===== config.mk =====
export PLATFORM = sky130hd
export DESIGN_NAME = dt_reg_writeback
export DESIGN_NICKNAME = d
export VERILOG_FILES = /design/src/rtl/dt_reg_writeback_pkg.sv /design/src/rtl/dt_pair_stager.sv /design/src/rtl/dt_reg_writeback.sv
export SDC_FILE = /design/constraint.sdc
export NUM_CORES = 1
export LEC_CHECK = 0
export ABC_CLOCK_PERIOD_IN_PS = 1500
export CORE_MARGIN = 8
export CORE_UTILIZATION = 45
export CTS_BUF_LIST = sky130_fd_sc_hd__clkbuf_8
export DETAILED_ROUTE_END_ITERATION = 10
export GPL_TIMING_DRIVEN = 1
export PLACE_DENSITY = 0.86
export SETUP_SLACK_MARGIN = 0.1
export SLEW_MARGIN = 10
export SYNTH_ARGS = -nofsm -noshare
export SYNTH_HDL_FRONTEND = slang
export SYNTH_SLANG_ARGS = --single-unit

===== constraint.sdc =====
create_clock -name clock -period 1.5 [get_ports clock]
set_input_delay 0.225 -clock clock [delete_from_list [all_inputs] [get_ports clock]]
set_output_delay 0.225 -clock clock [all_outputs]
set_load 0.01 [all_outputs]

===== src/rtl/dt_reg_writeback_pkg.sv =====
// Shared definitions for the Dt write-back slice: register index map,
// default register counts and the pair-stager state encoding.
package dt_reg_writeback_pkg;

    localparam int DEF_N_BYTE_REGS = 11;
    localparam int DEF_N_PAIRS     = 4;

    // Byte register bit positions in notPI_WriteDt_byte / notByteRegs
    localparam int IDX_A    = 0;
    localparam int IDX_F    = 1;
    localparam int IDX_B    = 2;
    localparam int IDX_C    = 3;
    localparam int IDX_D    = 4;
    localparam int IDX_E    = 5;
    localparam int IDX_H    = 6;
    localparam int IDX_L    = 7;
    localparam int IDX_OP   = 8;
    localparam int IDX_DT   = 9;
    localparam int IDX_DTEX = 10;

    // Pair register positions in the pair strobes / notPairRegs
    localparam int PAIR_PC = 0;
    localparam int PAIR_IX = 1;
    localparam int PAIR_IY = 2;
    localparam int PAIR_SP = 3;

    typedef enum logic {
        ST_IDLE = 1'b0,
        ST_HELD = 1'b1
    } stager_state_e;

endpackage


===== src/rtl/dt_pair_stager.sv =====
// Pair-load staging FSM: holds a low byte until the matching high byte
// arrives so a 16-bit pair is never written half-updated. Produces
// per-pair byte write enables and write data for the storage in the top.
module dt_pair_stager
    import dt_reg_writeback_pkg::*;
#(
    parameter int N_PAIRS = DEF_N_PAIRS
) (
    input  logic                     clock,
    input  logic                     notReset,
    input  logic [7:0]               Dt,
    input  logic [N_PAIRS-1:0]       notPI_WriteDt_pair_low,
    input  logic [N_PAIRS-1:0]       notPI_WriteDt_pair_high,
    input  logic                     notPI_PairAbort,
    output logic [N_PAIRS-1:0]       pair_we_lo,
    output logic [N_PAIRS-1:0]       pair_we_hi,
    output logic [N_PAIRS-1:0][15:0] pair_wdata,
    output logic                     pairPending,
    output logic [1:0]               pendingPair
);

    stager_state_e state_q, state_d;
    logic [7:0]    stage_q, stage_d;
    logic [1:0]    target_q, target_d;

    logic [N_PAIRS-1:0] low, high, both, low_only;
    logic               abort_held;
    logic               stage_hit;
    logic [1:0]         stage_idx;
    logic               commit;

    // Decode strobes; a same-cycle low+high on one pair is a direct full
    // write, so only low-only strobes are staging candidates (lowest wins)
    always_comb begin
        low        = ~notPI_WriteDt_pair_low;
        high       = ~notPI_WriteDt_pair_high;
        both       = low & high;
        low_only   = low & ~high;
        abort_held = (state_q == ST_HELD) && !notPI_PairAbort;
        stage_hit  = 1'b0;
        stage_idx  = 2'd0;
        for (int p = N_PAIRS - 1; p >= 0; p--) begin
            if (low_only[p]) begin
                stage_hit = 1'b1;
                stage_idx = 2'(p);
            end
        end
        commit = (state_q == ST_HELD) && !abort_held
                 && high[target_q] && !low[target_q];
    end

    // Per-pair write enables; an abort suppresses the commit of the target
    always_comb begin
        for (int p = 0; p < N_PAIRS; p++) begin
            pair_we_hi[p] = high[p] & ~(abort_held & ~low[p] & (target_q == 2'(p)));
            pair_we_lo[p] = both[p] | (commit & (target_q == 2'(p)));
            pair_wdata[p] = {Dt, (both[p] ? Dt : stage_q)};
        end
    end

    // Next state: abort beats everything, a direct full write drops any stage,
    // a new low byte (re)stages, otherwise a commit returns to idle
    always_comb begin
        state_d  = state_q;
        stage_d  = stage_q;
        target_d = target_q;
        if (abort_held) begin
            state_d = ST_IDLE;
        end else if (|both) begin
            state_d = ST_IDLE;
        end else if (stage_hit) begin
            state_d  = ST_HELD;
            stage_d  = Dt;
            target_d = stage_idx;
        end else if (commit) begin
            state_d = ST_IDLE;
        end
    end

    // FSM, stage byte and target pair registers
    always_ff @(posedge clock or negedge notReset) begin
        if (!notReset) begin
            state_q  <= ST_IDLE;
            stage_q  <= 8'd0;
            target_q <= 2'd0;
        end else begin
            state_q  <= state_d;
            stage_q  <= stage_d;
            target_q <= target_d;
        end
    end

    assign pairPending = (state_q == ST_HELD);
    assign pendingPair = target_q;

endmodule


===== src/rtl/dt_reg_writeback.sv =====
// Dt bus write-back: byte and pair register storage, driven back out
// inverted to the Dt read mux. Pair loads go through dt_pair_stager.
// Optional macro PC_INCREMENT_EN adds notPI_IncPC, a PC +1 strobe that
// yields to any PC write in the same cycle.
module dt_reg_writeback
    import dt_reg_writeback_pkg::*;
#(
    parameter int N_BYTE_REGS = DEF_N_BYTE_REGS,
    parameter int N_PAIRS     = DEF_N_PAIRS
) (
    input  logic                       clock,
    input  logic                       notReset,
`ifdef PC_INCREMENT_EN
    input  logic                       notPI_IncPC,
`endif
    input  logic [7:0]                 Dt,
    input  logic [N_BYTE_REGS-1:0]     notPI_WriteDt_byte,
    input  logic [N_PAIRS-1:0]         notPI_WriteDt_pair_low,
    input  logic [N_PAIRS-1:0]         notPI_WriteDt_pair_high,
    input  logic                       notPI_PairAbort,
    output logic [8*N_BYTE_REGS-1:0]   notByteRegs,
    output logic [16*N_PAIRS-1:0]      notPairRegs,
    output logic                       pairPending,
    output logic [1:0]                 pendingPair
);

    logic [N_BYTE_REGS-1:0][7:0] byte_q, byte_d;
    logic [N_PAIRS-1:0][15:0]    pair_q, pair_d;
    logic [N_PAIRS-1:0]          pair_we_lo, pair_we_hi;
    logic [N_PAIRS-1:0][15:0]    pair_wdata;

    dt_pair_stager #(
        .N_PAIRS (N_PAIRS)
    ) u_stager (
        .clock                   (clock),
        .notReset                (notReset),
        .Dt                      (Dt),
        .notPI_WriteDt_pair_low  (notPI_WriteDt_pair_low),
        .notPI_WriteDt_pair_high (notPI_WriteDt_pair_high),
        .notPI_PairAbort         (notPI_PairAbort),
        .pair_we_lo              (pair_we_lo),
        .pair_we_hi              (pair_we_hi),
        .pair_wdata              (pair_wdata),
        .pairPending             (pairPending),
        .pendingPair             (pendingPair)
    );

    // Byte registers: every selected register takes Dt (broadcast allowed)
    always_comb begin
        byte_d = byte_q;
        for (int i = 0; i < N_BYTE_REGS; i++) begin
            if (!notPI_WriteDt_byte[i]) begin
                byte_d[i] = Dt;
            end
        end
    end

    // Pair registers: byte-granular writes from the stager, then the
    // optional PC increment only when PC is not written this cycle
    always_comb begin
        pair_d = pair_q;
        for (int p = 0; p < N_PAIRS; p++) begin
            if (pair_we_hi[p]) begin
                pair_d[p][15:8] = pair_wdata[p][15:8];
            end
            if (pair_we_lo[p]) begin
                pair_d[p][7:0] = pair_wdata[p][7:0];
            end
        end
`ifdef PC_INCREMENT_EN
        if (!notPI_IncPC && !pair_we_lo[PAIR_PC] && !pair_we_hi[PAIR_PC]) begin
            pair_d[PAIR_PC] = pair_q[PAIR_PC] + 16'd1;
        end
`endif
    end

    // Register storage
    always_ff @(posedge clock or negedge notReset) begin
        if (!notReset) begin
            byte_q <= '0;
            pair_q <= '0;
        end else begin
            byte_q <= byte_d;
            pair_q <= pair_d;
        end
    end

    assign notByteRegs = ~byte_q;
    assign notPairRegs = ~pair_q;

endmodule


==> results.md, run 1 <==
* Wire length of the first global-routing pass at ~32 mm
* Finish-stage setup viols at 6
* Maximum buffer depth of the clock tree at 2
* Primary FF master, synth: dfrtp_1
* Worst-margin pin slew at about 0.52 ns
* Power Dens Cells at roughly 1300 nW/µm²
* DP HPWL at approximately 14 mm
* First drt pass iteration count at 6
* Worst hold path type: input pin to asynchronous set/reset pin
* Worst IR Drop VDD at ~0.00065 V
* Comb pwr share at 0.241
* Mapped Area at 7060 µm²
* Num CTS Buffers at 17
* Crit. End Element: flop
* Crit start category: input pin
* Period utilisation layout at 1.01
* Static Leak at about 5.0 nW
* P_int at 0.00874 W
* Total Routing Usage GR at 0.209
* Cell taking the most area after synthesis: dfrtp_1
* Dpl ws at -0.439 ns
* Library cells used by synthesis at 33
* Synth Register Bits at 163
* Port bufs at 184
* Die width at 141 µm
* Number of global-route vias before repair at 5725
* Total wire length at 21.5 mm
* Via count at 5632
* Most frequent cells in the layout: 162 x dfrtp_1, 155 x inv_1, 101 x clkbuf_2, 89 x mux2_2, 46 x buf_4
* Largest net degree at the start of global routing at 38
* Commonest non-fill, non-tap cell in the layout: dfrtp_1
* Post-route antenna net violation count at 0
* H-tree depth at 4
* Gr ovfl total at 0
* Clock Skews at 0.0103 ns
* Layout area overhead at 39.4%
* Final Non-Filler Cells at 1116
* Critical path class: input pin to flop
* Part of the Yosys area used for sequential elements at 0.578
* DR vias/cell at between 5 and 6
* Syn Inst Count at 659
* CP arrival at 1.86 ns
* WL/cell at 19.2 µm
* Synth top area share at 0.578
* Post-place instance area at 9670 µm²
* Relative slew slack at 0.649
* Placed insts at 1065
* Max-cap violation count at 0
* Nets at 923
* Required time worst endpoint at 1.85 ns
* Synthesized area per cell at about 11 µm²
* Clock latency on the worst-skew pair at 0.46 ns
* Largest cells by area after synthesis: dfrtp_1 58%, mux2_2 15%, inv_1 8.3%
* Status: complete, but fails checks
* Post-layout util at 0.645
* Sw Share at 0.295
* RSZ-0062 raised after global routing: true
* Final Hold Violating Endpoints at 0
* TritonCTS Sinks at roughly 160
* Die Span Y at 141 µm
* Slew Limit Fails at 0
* Switch Pwr at between 0.003 and 0.004 W
* CTS tree: done
* Final worst slack at -0.0129 ns
* Final Cell Area at 9840 µm²
* Core ar. at about 15000 µm²
* Mapped Nets at a little under 700
* FMAX at 661 MHz
* DRC Markers at 0
* Row count at 45
* Worst hold slack at 0.261 ns
* Number of DRC markers in iteration 0 at approximately 410
* Routability Congestion at 0.863
* Share of cells above drive strength 1 at 0.413
* Reg power frac at 0.435
* Worst-path maximum fanout at 5
* Ys async rst share at 1.00
* Clk pwr share at 0.324
* Min cycle time layout at 1.51 ns
* Number of synthesized flops with an enable pin at 0
* Initial antenna violation count at 1
* I/O pin count at around 190
* ANT cells at 0
* Root Driver: clkbuf_8
* Starting Density at 0.463
* Die area at 20000 µm²
* Syn. warnings at 0
* CTS clk-pin slew, worst paths at 0.09 ns
* Failing checks: setup timing
==> metal layers <==
layer | up-vias | global-route usage | routed length (µm)
met3 | 64 | 0.0587 | 1200
met5 | - | 0 | 13
li1 | 2552 | - | -
met2 | 216 | 0.383 | 11500
met4 | 2 | 0.0764 | 567
met1 | 2798 | 0.225 | 8200
==> final timing paths <==
path	start	to	slack (ns)	cells after the start
worst max-delay path	notPI_WriteDt_pair_high[3]	u_stager.stage_q[3]$_DFFE_PN0P_	-0.01	5
worst min-delay path	notReset	byte_q[7]$_DFFE_PN0N_	0.26	2
worst max register to register	u_stager.pendingPair[0]$_DFFE_PN0P_	pair_q[38]$_DFFE_PN0P_	0	5
worst min register to register	byte_q[38]$_DFFE_PN0N_	byte_q[38]$_DFFE_PN0N_	0.51	1
max in group asynchronous	notReset	byte_q[21]$_DFFE_PN0N_	0.72	3
min in group clock	byte_q[38]$_DFFE_PN0N_	byte_q[38]$_DFFE_PN0N_	0.51	1
==> power by group through the flow <==
| stage | combinational, W | clock, W | sequential [W] |
|---|---|---|---|
| floorplan | 0.00141 | 0 | 0.00532 |
| global placement | 0.00308 | 0 | 0.00542 |
| detailed placement | 0.00313 | 0 | 0.00546 |
| CTS | 0.00303 | 0.00407 | 0.00537 |
| global route | 0.00322 | 0.00425 | 0.00545 |
| finish | 0.00298 | 0.00402 | 0.00539 |
==> registers in the layout (all words and copies together), names as in the netlist <==
signal / cells
u_stager.stage_q: 8
u_stager.pendingPair: 2
pair_q: 64
byte_q: 88
u_stager.pairPending: 1
==> kinds of logic (layout without fill, tap and decap cells) <==
group                  count (synthesis)  in the layout  synth area share
multiplexers                         113            113             0.177
flip-flops                           163            163             0.578
AND/OR/NAND/NOR                       84             84            0.0571
AO/OA/AOI/OAI                         99            100            0.0785
buffers and inverters                200            445             0.109
==> synth_stat cells, types with 2 or more instances <==
master / count
mux2_2: 97
o22ai_1: 25
a41oi_1: 4
o21ai_0: 36
buf_4: 2
a21oi_1: 29
nand2b_1: 3
buf_2: 9
nor2_4: 2
dfrtp_1: 163
nand2_1: 35
nor2_1: 32
inv_1: 156
mux2i_1: 16
or2_2: 2
clkbuf_1: 29
buf_1: 2
a31oi_1: 2
==> area by class of cell <==
cell class,count,area [µm²]
Clock buffer,18,248
Clock inverter,13,255
Fill cell,1186,5420
Inverter,157,592
Multi-Input combinational cell,297,2420
Sequential cell,163,4080
Tap cell,211,264
Timing Repair Buffer,257,1980
==> what timing repair did <==
action                                 CTS  global route
hold buffers                             1             0
gates cloned                             1             2
pin swaps                                3             6
setup endpoints to repair              176           197
setup buffers                           10             6
endpoints found under the hold margin   75             0
gates resized for setup                342           194
==> worst max-delay path, stage by stage <==
cell and delay, ns:
clkdlybuf4s50_1 0.58, inv_1 0.11, o21ai_1 0.45, o21ai_4 0.17, mux2_4 0.33
==> per-stage QoR <==
| step | setup TNS, ns | total power (W) |
|---|---|---|
| global route | -0.396 | 0.0129 |
| finish | -0.0320 | 0.0124 |
| detailed placement | -13.80 | 0.00859 |
| CTS | 0 | 0.0125 |
| floorplan | -0.0869 | 0.00672 |
| global placement | -11.84 | 0.00850 |
No activity file was read; power rests on OpenSTA's default activity.
==> run 2, diff against run 1 <==
ABC_CLOCK_PERIOD_IN_PS = 1900   (was 1500)
PLACE_DENSITY = 0.83   (was 0.86)
SLEW_MARGIN = 20   (was 10)
clock period = 1.9 ns   (was 1.5 ns; I/O delays follow)
==> run 2 against run 1 <==
The run now ends clean. Largest power group unchanged. Critical path type is now flop to output pin. Sequential power fell by 21%. Total power fell by 25%. Final cell count fell by 3.1%. Die area did not move. Sequential share of layout area rose by 0.053 points. Core utilization fell by 0.082 points. Global-route usage fell by 0.71 points.
==> results.md, run 2 (same netlist as run 1, synthesis figures left out) <==
* Commonest non-fill, non-tap cell in the layout: dfrtp_1
* Worst IR Drop VDD at 0.000531 V
* Flop2flop setup slack at between 0.3 and 0.4 ns
* Worst R2R Path Depth at 5
* Most frequent cells in the layout: 162 x dfrtp_1, 160 x inv_1, 138 x clkdlybuf4s50_1, 97 x mux2_2, 36 x o21ai_0
* Period utilisation layout at 0.914
* CTS clk-pin slew, worst paths at 0.08 ns
* FMAX at 576 MHz
* Number of DRC markers in iteration 0 at 277
* CP startpoint: byte_q[49]$_DFFE_PN0N_
* Fill cells at 1173
* Min cycle time layout at 1.74 ns
* Nets at 887
* Share of cells above drive strength 1 at 0.197
* First drt pass iteration count at 7
* Row count at 45
* Worst hold path type: input pin to asynchronous set/reset pin
* Top sig layer: met4
* Pwr Total at 0.00925 W
* Number of global-route vias before repair at 5396
* Maximum buffer depth of the clock tree at 2
* Port bufs at 184
* Total Routing Usage GR at 0.202
* Wire length of the first global-routing pass at 30.7 mm
* Largest net degree at the start of global routing at 58
* Via count at 5297
* DR vias/cell at 4.90
* I/O pin count at roughly 190
* H-tree depth at 4
* Die area at around 20000 µm²
* Gr ovfl total at 0
* Core ar. at approximately 15000 µm²
* Final worst slack at about 0.16 ns
* RSZ-0062 raised after global routing: false
* Clock Skews at 0.00576 ns
* DP HPWL at ~13 mm
* Static Leak at 4.96 nW
* Routed met2 length at 9.96 mm
* Worst-margin pin slew at 0.460 ns
* Num CTS Buffers at 17
* Total wire length at slightly below 20 mm
* CP arrival at approximately 1.5 ns
* Finish-stage setup viols at 0
* TritonCTS Sinks at 163
* Required time worst endpoint at 1.62 ns
* Status: complete, no violations
* WL/cell at ~18 µm
* Crit start category: flop
* Routability Congestion at 0.811
* Crit. End Element: output pin
* Critical path class: flop to output pin
* M1 WL at 8.10 mm
* Initial antenna violation count at 0
* Final Hold Violating Endpoints at 0
* Post-route antenna net violation count at 0
* Die width at 141 µm
* Relative slew slack at 0.693
* DRC Markers at 0
* Clock latency on the worst-skew pair at 0.45 ns
* Met3 wire len at 1.17 mm
* Slew Limit Fails at 0
* Starting Density at 0.463
* Post-layout util at 0.644
* Die Span Y at ~140 µm
* Power Dens Cells at 942 nW/µm²
* Dpl ws at -0.0825 ns
* RR Endpoint: u_stager.stage_q[2]$_DFFE_PN0P_
* Biggest register: byte_q
* Worst-path maximum fanout at 2
* Max-cap violation count at 0
* Root Driver: clkbuf_8
* CTS tree: done
* Layout area overhead at 39.2%
* Max FFs per register at 88
* ANT cells at 0
* Reg2reg start: u_stager.pairPending$_DFFE_PN0P_
* Largest regs: byte_q (88), pair_q (64), u_stager.stage_q (8)
-- run 2: cell count changes in the layout (fill, tap and decap cells not counted), sizes merged, moves of 3 or more --
| cell | previous run | this run |
|---|---|---|
| dlymetal6s2s | 0 | 35 |
| clkbuf | 119 | 19 |
| bufinv | 7 | 4 |
| buf | 105 | 38 |
| dlygate4sd2 | 0 | 10 |
| clkdlybuf4s15 | 22 | 0 |
| clkdlybuf4s50 | 28 | 138 |
-- run 2: what timing repair did --
item / in CTS / in global routing
hold buffers: 1 / 0
resized for setup: 11 / 35
endpoints found under the setup margin: 11 / 37
setup buffers: 0 / 2
endpoints found under the hold margin: 43 / 0
-- run 2: worst max-delay path by stage --
| stage | end | cells past startpoint |
|---|---|---|
| 6_report | notByteRegs[49] | 2 |
| 5_1_grt | notPairRegs[19] | 2 |
| 4_1_cts | notPairRegs[16] | 2 |
| 2_1_floorplan | u_stager.pendingPair[0]$_DFFE_PN0P_ | 4 |
| 3_3_place_gp | pair_q[34]$_DFFE_PN0P_ | 5 |
| 3_5_place_dp | pair_q[34]$_DFFE_PN0P_ | 5 |
-- run 2: worst max-delay path: stages, from the launching register on --
cell             delay [ns]
dfrtp_1                0.40
inv_1                  0.06
clkdlybuf4s50_1        0.54
-- run 2: area by class of cell --
| type | count | area, µm² | share of cell area |
|---|---|---|---|
| Clock buffer | 19 | 262 | 0.0266 |
| Clock inverter | 13 | 168 | 0.0171 |
| Inverter | 157 | 589 | 0.0600 |
| Multi-Input combinational cell | 296 | 2210 | 0.225 |
| Sequential cell | 163 | 4080 | 0.415 |
| Tap cell | 211 | 264 | 0.0269 |
| Timing Repair Buffer | 222 | 2260 | 0.230 |
-- run 2: per-layer routing --
layer | vias up | track usage
met5 | - | 0
met4 | 0 | 0.0735
met3 | 26 | 0.0570
met2 | 140 | 0.343
met1 | 2652 | 0.240
li1 | 2479 | -
-- run 2: through the flow --
step / instances / setup TNS [ns] / hold WS (ns) / instance area (µm²)
final: 1081 / 0 / 0.330 / 9830
after floorplan: 659 / 0 / -0.0106 / 7060
after global routing: 1081 / 0 / 0.354 / 9830
after global placement: 1046 / -0.296 / 0.257 / 9300
after detailed placement: 1046 / -0.718 / 0.251 / 9300
after CTS: 1079 / 0 / 0.342 / 9730
-- run 2: power breakdown --
group	internal [W]	switching, W	total, W
Combinational	0.00122	0.00109	0.00231
Clock	0.00148	0.00124	0.00271
Sequential	0.00392	0.000312	0.00424
==> run 3, diff against run 2 <==
CELL_PAD_IN_SITES_DETAIL_PLACEMENT = 2   (was default)
CELL_PAD_IN_SITES_GLOBAL_PLACEMENT = 2   (was default)
CORE_UTILIZATION = 34   (was 45)
PLACE_DENSITY = 0.95   (was 0.83)
==> run 3 against run 2 <==
Die area increased by 28%. Final cell count increased by 5.8%. Via count increased by 6.2%. Highest routed layer unchanged. Setup slack got worse by 0.11 ns.
==> results.md, run 3 (same netlist as run 1, synthesis figures left out) <==
* Status: complete, no violations
* Nets at 891
* Layout area overhead at 41.7%
* Largest regs: byte_q (88), pair_q (64), u_stager.stage_q (8)
* Post-route antenna net violation count at 0
* Power Dens Cells at 924 nW/µm²
* TritonCTS Sinks at approximately 160
* Crit. End Element: flop
* FMAX at approximately 540 MHz
* CTS clk-pin slew, worst paths at ~0.10 ns
* Num CTS Buffers at 17
* Slowest cell on the critical path: dfrtp_1
* Worst R2R Path Depth at 6
* Maximum buffer depth of the clock tree at 2
* I/O pin count at 185
* Post-place instance area at around 9400 µm²
* Port bufs at 184
* CP delay by family, top: compound AO/OA/AOI/OAI gates
* DR vias/cell at 4.92
* DRC Markers at 0
* Crit start category: flop
* Most frequent cells in the layout: 162 x dfrtp_1, 156 x inv_1, 97 x mux2_2, 79 x dlymetal6s2s_1, 64 x clkdlybuf4s50_1
* Static Leak at 5.40 nW
* Starting Density at 0.348
* Period utilisation layout at 0.973
* Worst-margin pin slew at 0.561 ns
* Die Span Y at between 150 and 200 µm
* Final Cell Area at ~10000 µm²
* Max FFs per register at 88
* Clock latency on the worst-skew pair at around 0.46 ns
* Number of global-route vias before repair at 6717
* RSZ-0062 raised after global routing: false
* Die area at approximately 26000 µm²
* Number of DRC markers in iteration 0 at 229
* Core ar. at 20300 µm²
* Largest net degree at the start of global routing at 48
* Flop2flop setup slack at a little over 0.05 ns
* Gr ovfl total at 0
* Routability Congestion at between 0.8 and 0.9
* Min cycle time layout at 1.85 ns
* Critical path class: flop to flop
* RR Endpoint: pair_q[3]$_DFFE_PN0P_
* Initial antenna violation count at 0
* CP arrival at between 2 and 2.5 ns
* Total Routing Usage GR at 0.216
* Fill cells at 2087
* Wire length of the first global-routing pass at 42.4 mm
* Clock Skews at 0.0113 ns
* Die width at 160 µm
* CTS tree: done
* CP max stage delay at 0.42 ns
* DP HPWL at 18.9 mm
* First drt pass iteration count at 5
* CP Cell Sequence: buf_4 -> nand4bb_1 -> a21oi_1 -> buf_4 -> nor2_1 -> a21oi_1
* Row count at 52
* ANT cells at 0
* Worst-path maximum fanout at 16
* H-tree depth at 4
* Root Driver: clkbuf_8
* Via count at 5625
* Worst Path Buf+Inv at 2
* Slew Limit Fails at 0
* Placed insts at about 1100
* Final Non-Filler Cells at approximately 1100
* Total wire length at 27.7 mm
* Max-cap violation count at 0
* Commonest non-fill, non-tap cell in the layout: dfrtp_1
* Relative slew slack at 0.626
* Reg2reg start: u_stager.pendingPair[0]$_DFFE_PN0P_
* WL/cell at roughly 24 µm
* Share of cells above drive strength 1 at 0.205
* Post-layout util at 0.493
* Worst hold path type: input pin to asynchronous set/reset pin
* Finish-stage setup viols at 0
* Worst IR Drop VDD at between 0.0004 and 0.0005 V
* Final Hold Violating Endpoints at 0
* Biggest register: byte_q
* Required time worst endpoint at 2.26 ns
==> run 3: cell count changes in the layout (fill, tap and decap cells not counted), moves of 3 or more <==
cell,change
clkinv_4,+3
dlygate4sd2_1,+30
clkdlybuf4s50_1,-74
dlymetal6s2s_1,+44
inv_6,+4
bufinv_16,-3
inv_1,-4
buf_12,+3
==> run 3: how the worst max path moves through the flow <==
stage	from	end	cells after the start
final	u_stager.pendingPair[0]$_DFFE_PN0P_	pair_q[3]$_DFFE_PN0P_	6
after global routing	byte_q[50]$_DFFE_PN0N_	notByteRegs[50]	2
after CTS	pair_q[6]$_DFFE_PN0P_	notPairRegs[6]	2
after detailed placement	notPI_WriteDt_pair_low[2]	u_stager.stage_q[0]$_DFFE_PN0P_	6
after global placement	notPI_WriteDt_pair_low[2]	u_stager.stage_q[3]$_DFFE_PN0P_	6
after floorplan	u_stager.pairPending$_DFFE_PN0P_	u_stager.pendingPair[0]$_DFFE_PN0P_	4
==> run 3: per-stage QoR <==
stage	setup WS [ns]	setup TNS (ns)	total power [W]	hold WS, ns
floorplan	0.320	0	0.00527	-0.0106
global placement	-0.0246	-0.259	0.00669	0.278
detailed placement	-0.155	-2.99	0.00688	0.293
CTS	0.100	0	0.00938	0.360
global route	0.0704	0	0.00967	0.399
finish	0.0509	0	0.00924	0.379
==> run 3: cell type report <==
| class | count | area (µm²) | area share |
|---|---|---|---|
| Tap cell | 270 | 338 | 0.0338 |
| Inverter | 157 | 589 | 0.0589 |
| Clock buffer | 19 | 262 | 0.0261 |
| Multi-Input combinational cell | 296 | 2210 | 0.221 |
| Clock inverter | 13 | 126 | 0.0126 |
| Sequential cell | 163 | 4080 | 0.408 |
| Timing Repair Buffer | 226 | 2400 | 0.240 |
==> run 3: timing repair <==
item                                   in CTS  in global routing
setup buffers                               2                  0
hold buffers                                1                  0
resized for setup                          41                 79
endpoints found under the hold margin      42                  0
setup endpoints to repair                  42                 79
==> run 3: routing by layer <==
layer / GRT usage / vias to the layer above / part of all wire
met5: 0 / - / 0
met4: 0.0871 / 0 / 0.039
met3: 0.0545 / 60 / 0.049
met2: 0.394 / 160 / 0.54
met1: 0.235 / 2917 / 0.37
li1: - / 2488 / -
==> run 3: worst reg2reg max path: stages, from the launching register on <==
cell	delay, ns
dfrtp_1	0.42
buf_4	0.20
nand4bb_1	0.23
a21oi_1	0.32
buf_4	0.29
nor2_1	0.10
a21oi_1	0.20
==> run 3: where the power goes <==
group,switching (W),internal [W]
Combinational,0.00125,0.00115
Sequential,0.000365,0.00392
Clock,0.00142,0.00113
